[config.mk]
export PLATFORM = sky130hd
export DESIGN_NAME = unix_time_to_calendar
export DESIGN_NICKNAME = d
export VERILOG_FILES = /design/src/rtl/unix_time_to_calendar.sv
export SDC_FILE = /design/constraint.sdc
export NUM_CORES = 1
export LEC_CHECK = 0
export CAP_MARGIN = 0
export CELL_PAD_IN_SITES_DETAIL_PLACEMENT = 1
export CELL_PAD_IN_SITES_GLOBAL_PLACEMENT = 1
export CORE_MARGIN = 8
export CORE_UTILIZATION = 30
export CTS_BUF_LIST = sky130_fd_sc_hd__clkbuf_4 sky130_fd_sc_hd__clkbuf_8
export DETAILED_ROUTE_END_ITERATION = 10
export DONT_BUFFER_PORTS = 1
export GPL_TIMING_DRIVEN = 1
export PLACE_DENSITY_LB_ADDON = 0.1
export SLEW_MARGIN = 20
export SYNTH_ARGS = -nofsm -noshare
export SYNTH_HDL_FRONTEND = slang
export SYNTH_SLANG_ARGS = --single-unit
[constraint.sdc]
create_clock -name clk -period 15.7 [get_ports clk]
set_clock_uncertainty 0.15 [all_clocks]
set_input_delay 1.57 -clock clk [delete_from_list [all_inputs] [get_ports clk]]
set_output_delay 1.57 -clock clk [all_outputs]
set_load 0.02 [all_outputs]
[src/rtl/unix_time_to_calendar.sv]
// unix_time_to_calendar: iterative converter from local Unix seconds to calendar fields.
// Latency is data dependent, at most about 270 cycles. A start that arrives while busy is dropped, not queued.
// Define CAL_BCD_EN for packed-BCD fields, which adds the CONV state. Without it the fields are plain binary.
module unix_time_to_calendar (
    input  logic        clk,
    input  logic        reset_n,
    input  logic        start,
    input  logic [31:0] sec_in,
    output logic        busy,
    output logic        done,
    output logic [15:0] year,
    output logic [7:0]  month,
    output logic [7:0]  day,
    output logic [7:0]  hour,
    output logic [7:0]  minute,
    output logic [7:0]  second,
    output logic [2:0]  weekday
);
    localparam int EPOCH_YEAR = 1970;
    localparam int EPOCH_WDAY = 4;
    localparam logic [17:0] SEC_PER_DAY = 18'd86400;
`ifdef CAL_BCD_EN
    localparam logic [15:0] YEAR_RST = 16'h1970;
`else
    localparam logic [15:0] YEAR_RST = 16'd1970;
`endif

    typedef enum logic [2:0] {IDLE, DIV_DAY, HMS, YEAR, MONTH, CONV, DONE} state_t;

    state_t      state;
    logic [31:0] quo;
    logic [17:0] rem;
    logic [4:0]  bit_cnt;
    logic        hms_min;
    logic [4:0]  hr;
    logic [5:0]  mn;
    logic [15:0] days;
    logic [11:0] yr;
    logic [3:0]  mon;
    logic [2:0]  wd;
`ifdef CAL_BCD_EN
    logic [4:0]  dy;
`endif

    logic [17:0] rem_sh;
    logic        leap;
    logic [8:0]  ylen;
    logic [4:0]  mlen;

    function automatic logic [4:0] month_len(input logic [3:0] m, input logic lp);
        case (m)
            4'd2:                    return lp ? 5'd29 : 5'd28;
            4'd4, 4'd6, 4'd9, 4'd11: return 5'd30;
            default:                 return 5'd31;
        endcase
    endfunction

`ifdef CAL_BCD_EN
    function automatic logic [7:0] bcd2(input logic [6:0] v);
        return {4'(v / 7'd10), 4'(v % 7'd10)};
    endfunction
`endif

    // The leap rule is only exact over 1970..2106. That span covers every 32-bit input.
    always_comb begin
        rem_sh = {rem[16:0], quo[31]};
        leap   = (yr[1:0] == 2'b00) && (yr != 12'd2100);
        ylen   = leap ? 9'd366 : 9'd365;
        mlen   = month_len(mon, leap);
    end

    always_ff @(posedge clk or negedge reset_n) begin
        if (!reset_n) begin
            state   <= IDLE;
            busy    <= 1'b0;
            done    <= 1'b0;
            quo     <= '0;
            rem     <= '0;
            bit_cnt <= '0;
            hms_min <= 1'b0;
            hr      <= '0;
            mn      <= '0;
            days    <= '0;
            yr      <= 12'(EPOCH_YEAR);
            mon     <= 4'd1;
            wd      <= 3'(EPOCH_WDAY);
`ifdef CAL_BCD_EN
            dy      <= 5'd1;
`endif
            year    <= YEAR_RST;
            month   <= 8'h01;
            day     <= 8'h01;
            hour    <= '0;
            minute  <= '0;
            second  <= '0;
            weekday <= 3'(EPOCH_WDAY);
        end else begin
            done <= 1'b0;
            case (state)
                IDLE: if (start) begin
                    quo     <= sec_in;
                    rem     <= '0;
                    bit_cnt <= '0;
                    busy    <= 1'b1;
                    state   <= DIV_DAY;
                end
                DIV_DAY: begin
                    if (rem_sh >= SEC_PER_DAY) begin
                        rem <= rem_sh - SEC_PER_DAY;
                        quo <= {quo[30:0], 1'b1};
                    end else begin
                        rem <= rem_sh;
                        quo <= {quo[30:0], 1'b0};
                    end
                    bit_cnt <= bit_cnt + 5'd1;
                    if (bit_cnt == 5'd31) begin
                        state   <= HMS;
                        hms_min <= 1'b0;
                        hr      <= '0;
                        mn      <= '0;
                    end
                end
                HMS: begin
                    // The quotient is stable throughout HMS, so days and weekday settle here.
                    days <= quo[15:0];
                    wd   <= 3'((17'(quo[15:0]) + 17'(EPOCH_WDAY)) % 17'd7);
                    if (!hms_min) begin
                        if (rem >= 18'd3600) begin
                            rem <= rem - 18'd3600;
                            hr  <= hr + 5'd1;
                        end else begin
                            hms_min <= 1'b1;
                        end
                    end else if (rem >= 18'd60) begin
                        rem <= rem - 18'd60;
                        mn  <= mn + 6'd1;
                    end else begin
                        state <= YEAR;
                        yr    <= 12'(EPOCH_YEAR);
                    end
                end
                YEAR: begin
                    if (days >= {7'd0, ylen}) begin
                        days <= days - {7'd0, ylen};
                        yr   <= yr + 12'd1;
                    end else begin
                        state <= MONTH;
                        mon   <= 4'd1;
                    end
                end
                MONTH: begin
                    if (days >= {11'd0, mlen}) begin
                        days <= days - {11'd0, mlen};
                        mon  <= mon + 4'd1;
                    end else begin
`ifdef CAL_BCD_EN
                        dy    <= days[4:0] + 5'd1;
                        state <= CONV;
`else
                        year    <= {4'd0, yr};
                        month   <= {4'd0, mon};
                        day     <= {3'd0, days[4:0] + 5'd1};
                        hour    <= {3'd0, hr};
                        minute  <= {2'd0, mn};
                        second  <= {2'd0, rem[5:0]};
                        weekday <= wd;
                        done    <= 1'b1;
                        state   <= DONE;
`endif
                    end
                end
`ifdef CAL_BCD_EN
                CONV: begin
                    year    <= {4'(yr / 12'd1000), 4'((yr / 12'd100) % 12'd10),
                                4'((yr / 12'd10) % 12'd10), 4'(yr % 12'd10)};
                    month   <= bcd2({3'd0, mon});
                    day     <= bcd2({2'd0, dy});
                    hour    <= bcd2({2'd0, hr});
                    minute  <= bcd2({1'b0, mn});
                    second  <= bcd2({1'b0, rem[5:0]});
                    weekday <= wd;
                    done    <= 1'b1;
                    state   <= DONE;
                end
`endif
                DONE: begin
                    busy  <= 1'b0;
                    state <= IDLE;
                end
                default: begin
                    busy  <= 1'b0;
                    state <= IDLE;
                end
            endcase
        end
    end
endmodule

## Word level (Yosys, flattened, before mapping)

Cells that the tools add are included.

| word-level totals | value |
|---|---|
| bits in registers | 148 |
| bits of input ports | 35 |
| word-level logic and storage cells | 133 |

| operators by class | value |
|---|---|
| order comparisons | 5 |
| add/subtract/negate cells | 12 |
| reduce and logical (&&, ||, !) cells | 22 |
| bitwise logic cells | 2 |
| divide/modulo/power cells | 1 |
| multiplexer cells | 47 |
| equal/unequal tests | 24 |

Operators with widths:

| operator | count |
|---|---|
| 18-bit 2-to-1 mux | 5 |
| 32-bit case mux with 2 select lines | 1 |
| 18-bit case mux with 3 select lines | 1 |
| 16-bit case mux with 3 select lines | 1 |
| 12-bit 2-to-1 mux | 3 |
| 16-bit 2-to-1 mux | 2 |
| 32-bit 2-to-1 mux | 1 |
| 12-bit case mux with 2 select lines | 1 |
| 2-bit inequality test, second input constant | 11 |
| 5-bit 2-to-1 mux | 4 |
| 5-bit case mux with 2 select lines | 2 |
| 18-bit by 12-bit greater-or-equal comparator with 1-bit output, second input constant | 1 |
| 18-bit by 17-bit greater-or-equal comparator with 1-bit output, second input constant | 1 |
| 18-bit by 6-bit greater-or-equal comparator with 1-bit output, second input constant | 1 |
| 3-bit 2-to-1 mux | 6 |
| 6-bit 2-to-1 mux | 3 |
| 18-bit by 12-bit subtractor with 18-bit output, second input constant | 1 |
| 18-bit by 17-bit subtractor with 18-bit output, second input constant | 1 |
| 18-bit by 6-bit subtractor with 18-bit output, second input constant | 1 |
| 16-bit by 3-bit adder with 17-bit output, second input constant | 1 |
| 17-bit by 3-bit modulo with 17-bit output, second input constant | 1 |
| 16-bit by 5-bit greater-or-equal comparator with 1-bit output | 1 |
| 16-bit by 9-bit greater-or-equal comparator with 1-bit output | 1 |
| 4-bit AND reduction | 4 |
| other kinds (33) | 58 |

## Longest topological paths before layout

Gate-level depths: netlist of the first run.

| logic depth | value |
|---|---|
| depth after elaboration | 7 |
| mapped depth | 31 |
| mapped depth without buffers | 28 |

## Worst setup path after synthesis of the first run

No wires, ideal clock.

| timing path | value |
|---|---|
| path kind | flip-flop to flip-flop |
| start point | register quo[2] |
| end point | register wd[0] |
| data required time | 15.430 ns |
| arrival time | 6.614 ns |
| stages on the path, launching flop included | 30 |
| setup slack | 8.816 ns |
| cells stage by stage | dfrtp_1 > inv_2 > ha_1 > or2_2 > a2111oi_4 > o211ai_4 > o211a_1 > nor4_2 > mux2_2 > nand2b_1 > a311oi_2 > mux2i_1 > nor3_1 > o31a_1 > o31ai_1 > a21oi_1 > or2_0 > buf_2 > or4_4 > o2111a_2 > nand2_1 > nand3_1 > o21ai_0 > ha_1 > inv_1 > o211a_1 > o31ai_1 > o221ai_2 > nor3_1 > and3b_1 |

| between the ends | value |
|---|---|
| longest elaborated chain between the ends | 2 |

RTL lines:

| what | RTL line | text |
|---|---|---|
| from (decl) | 31 | `logic [31:0] quo;` |
| from (signal assigned) | 101 | `quo <= sec_in;` |
| from (signal assigned) | 110 | `quo <= {quo[30:0], 1'b1};` |
| from (signal assigned) | 113 | `quo <= {quo[30:0], 1'b0};` |
| 16-bit by 3-bit adder with 17-bit output | 126 | `wd <= 3'((17'(quo[15:0]) + 17'(EPOCH_WDAY)) % 17'd7);` |
| 17-bit by 3-bit modulo with 17-bit output | 126 |  |
| to (signal assigned) | 86 | `wd <= 3'(EPOCH_WDAY);` |
| to (signal assigned) | 126 |  |
| to (decl) | 40 | `logic [2:0] wd;` |

Every way passes these cells.
A chain may end at the register's enable or synchronous reset.

## Final worst setup path of the first run

Ends and elaborated chain as after synthesis.

==> impl_metrics.yaml, run 1 <==
placement:
  gp_congestion: 0.807
  dp_hpwl_microns: 22300
  port_buffers: 0
finish:
  final_nets: 1221
  final.fill_count: 3952
  multiInputGateArea_sq_mm: 0.00601
  ff_latch_area_sq_mm: 0.00373
  drive_above_1_share_pct: 12.7
  post-route-util_pct: 32.6
  syn2layout_area_growth_pct: 7.02
global_routing:
  grt_pass1_wl_microns: 51500
  overflow: 0
  grt_pass1_vias: 9085
  antenna_found_initial: 0
  grt_max_degree: 149
  grt_usage_pct: 15.5
worst_setup_path:
  rr_startpoint: "quo[2]$_DFFE_PN0P_"
  arrival_ns: 8.55
  slowest_stage: "dfrtp_1"
  crit_start: "quo[2]$_DFFE_PN0P_"
  end_kind: "flip-flop"
  cp_max_fo: 15
  r2r_slack_ns: 7.37
  crit_top_cell: "nand3_1"
  crit_type: "flip-flop to flip-flop"
  reg2reg_depth: 28
  rr_endpoint: "wd[0]$_DFFE_PN0N_"
  critPathRequiredTime_ns: 15.91
  cp_slowest_stage_delay_ns: 0.71
  start_kind: "flip-flop"
run_status:
  status: "finished clean"
synth:
  synth.distinct_cells: 104
  synth-async-reset-ratio_pct: 100
  ys_ff_latch: 148
  synthCells: 1198
  ys_seq_area_share_pct: 36.5
  ys.warnings.count: 0
  yosys-top-cells-area: "dfrtp_1 (32%), nor2_1 (6.4%), dfstp_2 (4.9%)"
  yosysTopAreaCell: "dfrtp_1"
  synth_edf_count: 0
  synth_area_per_cell_sq_um: 8.53
  synth-main-ff-cell: "dfrtp_1"
  syn_area_sq_mm: 0.0102
  netlist.area_leader.share_pct: 31.6
clock_tree:
  cts_hold_buf: 0
  insertion_delay_ns: 0.47
  post-cts-setup-buffers: 0
  clockRootBuffer: "clkbuf_8"
  htreeDepth: 4
  cts.path.max_buffers: 2
  cts.sinks: 148
  cts_made_buffers: 17
  cts_resized: 0
  clkTransAtPathRegs_ns: 0.09
  tritoncts: "yes"
hold_path:
  whs_endpoint: "bit_cnt[3]$_DFFE_PN0P_"
  holdPathStages: 1
  min_path_type: "flip-flop to flip-flop"
  min_from: "bit_cnt[3]$_DFFE_PN0P_"
sta:
  worst_pin_slew_ns: 1.02
  maxSlewHeadroom_pct: 31.8
  setup_tns_ns: 0
  setup_viol: 0
  timing.final.crit_share_pct: 53.1
  maxSlewViolCount: 0
  fin_crit_ns: 8.33
  rsz0062_at_grt: "false"
  timing.fmax_ghz: 0.120
  hold_violations: 0
die:
  pin_count: 96
  std_cell_rows: 67
  start_util_pct: 30.5
  dieArea_sq_mm: 0.0402
  dieHeight_microns: 201
  die_w_microns: 201
  coreArea_sq_mm: 0.0335
route:
  ant_nets: 0
  drt-total-wl_microns: 31400
  first_iter_violations: 405
  first_pass_iters: 4
  wire_per_inst_microns: 19.4
  vias_per_cell: 5.41
  drc: 0
  vias: 8757
job:
  max_cap_viol_count: 0
==> layout by cell type, fill, tap and decap left out, types with 8 or more instances in the layout <==
| cell type | count |
|---|---|
| ha_1 | 26 |
| dfstp_2 | 19 |
| and3_1 | 16 |
| o22ai_1 | 48 |
| a31oi_1 | 18 |
| or3_1 | 8 |
| nor3_1 | 39 |
| a21oi_1 | 70 |
| conb_1 | 18 |
| nand4_1 | 18 |
| inv_1 | 33 |
| clkbuf_8 | 17 |
| buf_4 | 10 |
| nand2b_1 | 11 |
| nor4_1 | 9 |
| o21ai_0 | 77 |
| o31ai_1 | 8 |
| xor2_1 | 26 |
| xnor2_1 | 32 |
| nand2_1 | 89 |
| o21ai_1 | 9 |
| nand3_1 | 44 |
| dfrtp_1 | 129 |
| mux2_2 | 43 |
| nor2_1 | 172 |
==> per-layer routing <==
layer,wire length (microns),track usage [%]
met5,0,0
met4,507,4.52
met3,735,2.76
met2,15400,26.8
met1,14700,19.5
==> cell families after synthesis <==
family	after synthesis	share of synthesized area (%)
adders and majority gates	28	3.58
AOI/OAI and AO/OA	337	22.5
buffers and inverters	121	5.45
DFF	148	36.5
other	1	0.0367
and+or+nand+nor	452	21.1
muxes	52	5.72
xor gates and xnor gates	59	5.13
==> sequential cells by signal, summed over array words and instances (netlist names), 5 cells and up <==
register,cells
days,16
day,5
hour,5
rem,18
yr,12
second,6
minute,6
mn,6
hr,5
quo,32
bit_cnt,5
year,12
==> cell type report <==
type	instances	share of cell area (%)
timing repair buffer	10	0.687
clock inverter	13	1.59
tap	448	5.13
antenna	1	0.0229
sequential	148	34.1
inverter	35	1.20
clock buffer	19	2.28
multi-input combinational	946	55.0
==> critical path, delay by kind of cell, from the launching register on <==
kind / cells / cell delay, ns
compound gates: 10 / 2.73
fa+ha+maj: 2 / 0.77
buf+inv: 2 / 0.29
flops: 1 / 0.71
mux: 3 / 0.95
simple gates: 11 / 2.62
==> worst max path at each step <==
stage | end | slack (ns) | depth (start not counted)
detailed placement | wd[0]$_DFFE_PN0N_ | 7.04 | 27
global placement | wd[0]$_DFFE_PN0N_ | 7.34 | 27
global route | wd[0]$_DFFE_PN0N_ | 6.61 | 27
finish | wd[0]$_DFFE_PN0N_ | 7.37 | 28
floorplan | wd[0]$_DFFE_PN0N_ | 8.82 | 29
CTS | wd[1]$_DFFE_PN0N_ | 7.01 | 27
==> synth_stat cells, drive strengths merged, types with 4 or more instances <==
library cell and n:
a21oi 71, o221ai 6, o32ai 4, inv 34, nor2 175, or2 7
a211oi 7, o2111ai 7, o22ai 48, o211ai 6, mux2i 7, and2 4
a21o 7, and4 5, o22a 5, and3 16, dfrtp 129, a31oi 18
nand4 18, o211a 6, nor3 40, a221oi 7, a311oi 4, xor2 26
o2bb2ai 4, a211o 6, buf 31, mux2 45, clkbuf 55, o31ai 8
nand2b 11, nand2 90, ha 26, nor4 13, xnor2 33, dfstp 19
or3 9, nand3 44, o21ai 88, nor2b 7
==> stage by stage <==
stage / std cells / cell area (sq um) / hold slack [ns] / setup slack, ns
2_1_floorplan: 1215 / 10300 / 0.299 / 8.82
3_3_place_gp: 1587 / 10500 / 0.323 / 7.34
3_5_place_dp: 1587 / 10500 / 0.330 / 7.04
4_1_cts: 1619 / 10900 / 0.350 / 7.01
5_1_grt: 1619 / 10900 / 0.382 / 6.61
6_report: 1620 / 10900 / 0.341 / 7.37
Power of run 1 is left out: the tool's default activity adds up to more than one toggle a clock period on the data nets, which glitch-free logic cannot reach.
==> run 2, diff against run 1 <==
clock period = 7.1 ns   (was 15.7 ns; I/O delays follow)
==> run 2 against run 1 <==
Compared with the run above: register-to-register slack worse by 7.1 ns; non-clock buffer count up 59; maximum frequency up 23%; global-route usage up 0.33 points; worst hold slack worse by 0.24 ns; final cell count up 3.6%; critical path depth up 1.
==> impl_metrics.yaml, run 2 (synthesized netlist as in run 1, its figures left out) <==
run_status:
  status: "finished clean"
global_routing:
  grt_pass1_wl_microns: 52600
  overflow: 0
  grt_max_degree: 149
  grt_usage_pct: 15.8
  antenna_found_initial: 0
  grt_pass1_vias: 9249
clock_tree:
  clkTransAtPathRegs_ns: 0.10
  cts.sinks: 148
  cts.path.max_buffers: 2
  cts_made_buffers: 17
  htreeDepth: 4
  clockRootBuffer: "clkbuf_8"
  tritoncts: "yes"
  insertion_delay_ns: 0.48
placement:
  gp_congestion: 0.827
  port_buffers: 0
  dp_cells: 1633
  place_area_sq_mm: 0.0108
  pre_cts_ws_ns: -0.0116
  dp_hpwl_microns: 23300
route:
  drc: 0
  wire_per_inst_microns: 19.5
  drt-total-wl_microns: 32800
  vias: 9127
  ant_nets: 0
  first_iter_violations: 430
  vias_per_cell: 5.44
  first_pass_iters: 4
worst_setup_path:
  cp_slowest_stage_delay_ns: 0.53
  critPathRequiredTime_ns: 7.33
  end_kind: "flip-flop"
  crit_type: "flip-flop to flip-flop"
  slowest_stage: "or4_4"
  start_kind: "flip-flop"
  arrival_ns: 7.02
  cp_max_fo: 6
finish:
  drive_above_1_share_pct: 20.0
  final_cell_count_no_fill: 1678
  largest_reg_flops: 32
  final_common_cell: "nor2_1"
  finish.instance_area_sq_mm: 0.0117
  antennaDiodeCount: 0
  post-route-util_pct: 34.9
  largest-register: "quo"
  final_cell_mix: "nor2_1 (170), dfrtp_1 (128), nand2_1 (89), o21ai_0 (73), a21oi_1 (69)"
  ff_latch_area_sq_mm: 0.00373
  top_regs: "quo (32), rem (18), days (16)"
  syn2layout_area_growth_pct: 14.4
  multiInputGateArea_sq_mm: 0.00632
  final.fill_count: 3957
  final_nets: 1280
die:
  dieHeight_microns: 201
  die_w_microns: 201
  dieArea_sq_mm: 0.0402
  pin_count: 96
  start_util_pct: 30.5
  coreArea_sq_mm: 0.0335
  std_cell_rows: 67
sta:
  maxSlewViolCount: 0
  worst_pin_slew_ns: 1.04
  timing.final.crit_share_pct: 95.7
  maxSlewHeadroom_pct: 30.3
  setup_ws_ns: 0.306
  hold_violations: 0
  setup_viol: 0
  fin_crit_ns: 6.79
  timing.fmax_ghz: 0.147
job:
  max_cap_viol_count: 0
hold_path:
  min_path_type: "input port to async pin"
run 2: repair_timing:
item                       CTS  global route
hold endpoints to repair   148             0
hold buffers                 1             0
pin swaps                    0            26
cloned                       0             0
setup endpoints to repair    1             3
gates resized for setup      2            60
setup buffers                0            12
run 2: per-layer routing:
| metal | share of wire (%) | GRT usage, % | wire length, microns | up-vias |
|---|---|---|---|---|
| li1 | - | - | - | 4366 |
| met2 | 51 | 28.2 | 16700 | 93 |
| met3 | 2.6 | 2.79 | 841 | 24 |
| met5 | 0 | 0 | 0 | - |
| met1 | 45 | 19.9 | 14900 | 4644 |
| met4 | 0.96 | 2.89 | 314 | 0 |
run 2: final timing paths:
kind / from / end / slack (ns) / cells past startpoint
max in group asynchronous: reset_n / done$_DFF_PN0_ / 6.13 / 1
worst min-delay path: reset_n / days[3]$_DFFE_PN0P_ / 0.1 / 1
min in group clk: sec_in[0] / quo[0]$_DFFE_PN0P_ / 0.24 / 1
worst max-delay path: quo[2]$_DFFE_PN0P_ / wd[0]$_DFFE_PN0N_ / 0.31 / 29
worst min register to register: bit_cnt[3]$_DFFE_PN0P_ / bit_cnt[3]$_DFFE_PN0P_ / 0.34 / 1
worst max register to register: quo[2]$_DFFE_PN0P_ / wd[0]$_DFFE_PN0N_ / 0.31 / 29
run 2: worst max-delay path, delay by kind of cell, from the launching register on:
kind | cells | cell delay (ns)
compound gates | 10 | 2.30
simple gates | 10 | 2.05
mux | 2 | 0.66
fa+ha+maj | 2 | 0.52
buf+inv | 4 | 0.43
flops | 1 | 0.42
xor+xnor | 1 | 0.17
run 2: final cells by class:
cell class,instances,area share (%)
tap,448,4.80
clock buffer,19,2.18
clock inverter,13,1.18
multi-input combinational,946,54.1
timing repair buffer,69,4.74
inverter,35,1.12
sequential,148,31.9
run 2: through the flow:
| stage | hold WS (ns) | setup TNS [ns] |
|---|---|---|
| detailed placement | 0.274 | -0.0116 |
| global route | 0.129 | -0.0578 |
| global placement | 0.274 | 0 |
| floorplan | 0.264 | 0 |
| CTS | 0.111 | 0 |
| finish | 0.0979 | 0 |
Power of run 2 is left out for the same reason.
==> run 3, diff against run 2 <==
GPL_TIMING_DRIVEN = 0   (was 1)
==> run 3 against run 2 <==
Compared with the run above: wire length is 5.0% higher; via count is 1.7% higher; first-iteration DRC count is 4.0% lower; maximum frequency hardly changed; final cell count is 3.5% higher; global-route usage is 0.87 points higher; utilization is 1.3 points higher; count of clock-buffer cells in the layout is 1 lower; non-clock buffer count is 59 higher; flip-flop and latch count stayed put; die area stayed put; worst setup slack hardly changed.
==> impl_metrics.yaml, run 3 (synthesized netlist as in run 1, its figures left out) <==
route:
  drc: 0
  vias: 9286
  ant_nets: 0
  drt-total-wl_microns: 34400
  first_iter_violations: 413
  first_pass_iters: 5
  vias_per_cell: 5.35
  wire_per_inst_microns: 19.8
finish:
  final.fill_count: 3972
  final_cell_mix: "nor2_1 (168), dfrtp_1 (127), nand2_1 (89), o21ai_0 (72), a21oi_1 (68)"
  antennaDiodeCount: 0
  final_nets: 1339
  largest-register: "quo"
  final_cell_count_no_fill: 1737
  drive_above_1_share_pct: 21.2
  post-route-util_pct: 36.2
  final_common_cell: "nor2_1"
  syn2layout_area_growth_pct: 18.8
  top_regs: "quo (32), rem (18), days (16)"
  largest_reg_flops: 32
worst_setup_path:
  slowest_stage: "or4_4"
  crit_start: "quo[2]$_DFFE_PN0P_"
  crit_type: "flip-flop to flip-flop"
  crit_top_cell: "buf_4"
  rr_startpoint: "quo[2]$_DFFE_PN0P_"
  cp_slowest_stage_delay_ns: 0.49
  critPathRequiredTime_ns: 7.31
  end_kind: "flip-flop"
  cp_max_fo: 7
  start_kind: "flip-flop"
  arrival_ns: 7.00
clock_tree:
  clkTransAtPathRegs_ns: 0.09
  tritoncts: "yes"
  htreeDepth: 4
  clockRootBuffer: "clkbuf_8"
  insertion_delay_ns: 0.48
  cts.path.max_buffers: 2
  cts_made_buffers: 17
  cts.sinks: 148
sta:
  fin_crit_ns: 6.79
  setup_ws_ns: 0.306
  holdWs_ns: 0.102
  hold_violations: 0
  worst_pin_slew_ns: 0.925
  maxSlewViolCount: 0
  setup_viol: 0
  timing.final.crit_share_pct: 95.7
  timing.fmax_ghz: 0.147
  maxSlewHeadroom_pct: 38.1
placement:
  dp_cells: 1663
  gp_congestion: 0.831
  port_buffers: 0
  pre_cts_ws_ns: -0.710
  dp_hpwl_microns: 25000
hold_path:
  min_path_type: "input port to async pin"
global_routing:
  grt_pass1_wl_microns: 55100
  grt_max_degree: 149
  grt_usage_pct: 16.7
  grt_pass1_vias: 9583
  antenna_found_initial: 0
  overflow: 0
die:
  dieHeight_microns: 201
  pin_count: 96
  dieArea_sq_mm: 0.0402
  coreArea_sq_mm: 0.0335
  die_w_microns: 201
  std_cell_rows: 67
  start_util_pct: 30.5
job:
  max_cap_viol_count: 0
run_status:
  status: "finished clean"
[run 3: layer usage]
metal,track usage [%],vias to the layer above,part of all wire [%]
li1,-,4506,-
met1,21.7,4638,46
met2,28.8,112,50
met3,2.58,30,2.6
met4,4.02,0,1.5
met5,0,-,0
[run 3: cell type report]
cell class | count | area [sq um] | share of cell area, %
clock buffers | 18 | 241 | 1.99
inverters | 35 | 136 | 1.12
flip-flops and latches | 148 | 3730 | 30.7
well taps | 448 | 561 | 4.62
multi-input cells | 946 | 6530 | 53.8
plain buffers | 85 | 438 | 3.61
repair buffers | 43 | 343 | 2.83
clock inverters | 14 | 155 | 1.28
[run 3: timing repair]
item                                    CTS  global route
endpoints found under the setup margin    3             3
buffers inserted                         21            21
endpoints found under the hold margin   148             0
gates resized for setup                  42            74
pin swaps                                16            34
hold buffers                              1             0
[run 3: worst paths after layout]
check	slack, ns	cells after the start	end
setup / recovery	0.31	31	wd[1]$_DFFE_PN0N_
hold / removal	0.10	1	rem[12]$_DFFE_PN0P_
setup reg to reg	0.31	31	wd[1]$_DFFE_PN0N_
hold reg to reg	0.34	1	bit_cnt[3]$_DFFE_PN0P_
max in group asynchronous	6.15	1	yr[2]$_DFFE_PN0P_
min in group clk	0.24	1	quo[0]$_DFFE_PN0P_
[run 3: worst max-delay path: cells and delay by family (launching register included)]
family | cells | cell delay [ns]
compound gates | 17 | 3.56
buf+inv | 5 | 0.68
flops | 1 | 0.47
simple gates | 7 | 1.40
fa+ha+maj | 2 | 0.41
[run 3: metrics by stage]
step / setup TNS [ns] / cell area, sq um
after floorplan: 0 / 10300
final: 0 / 12100
after CTS: 0 / 11600
after global routing: -0.0449 / 12100
after global placement: -1.94 / 10800
after detailed placement: -1.94 / 10800
Power of run 3 is left out for the same reason.
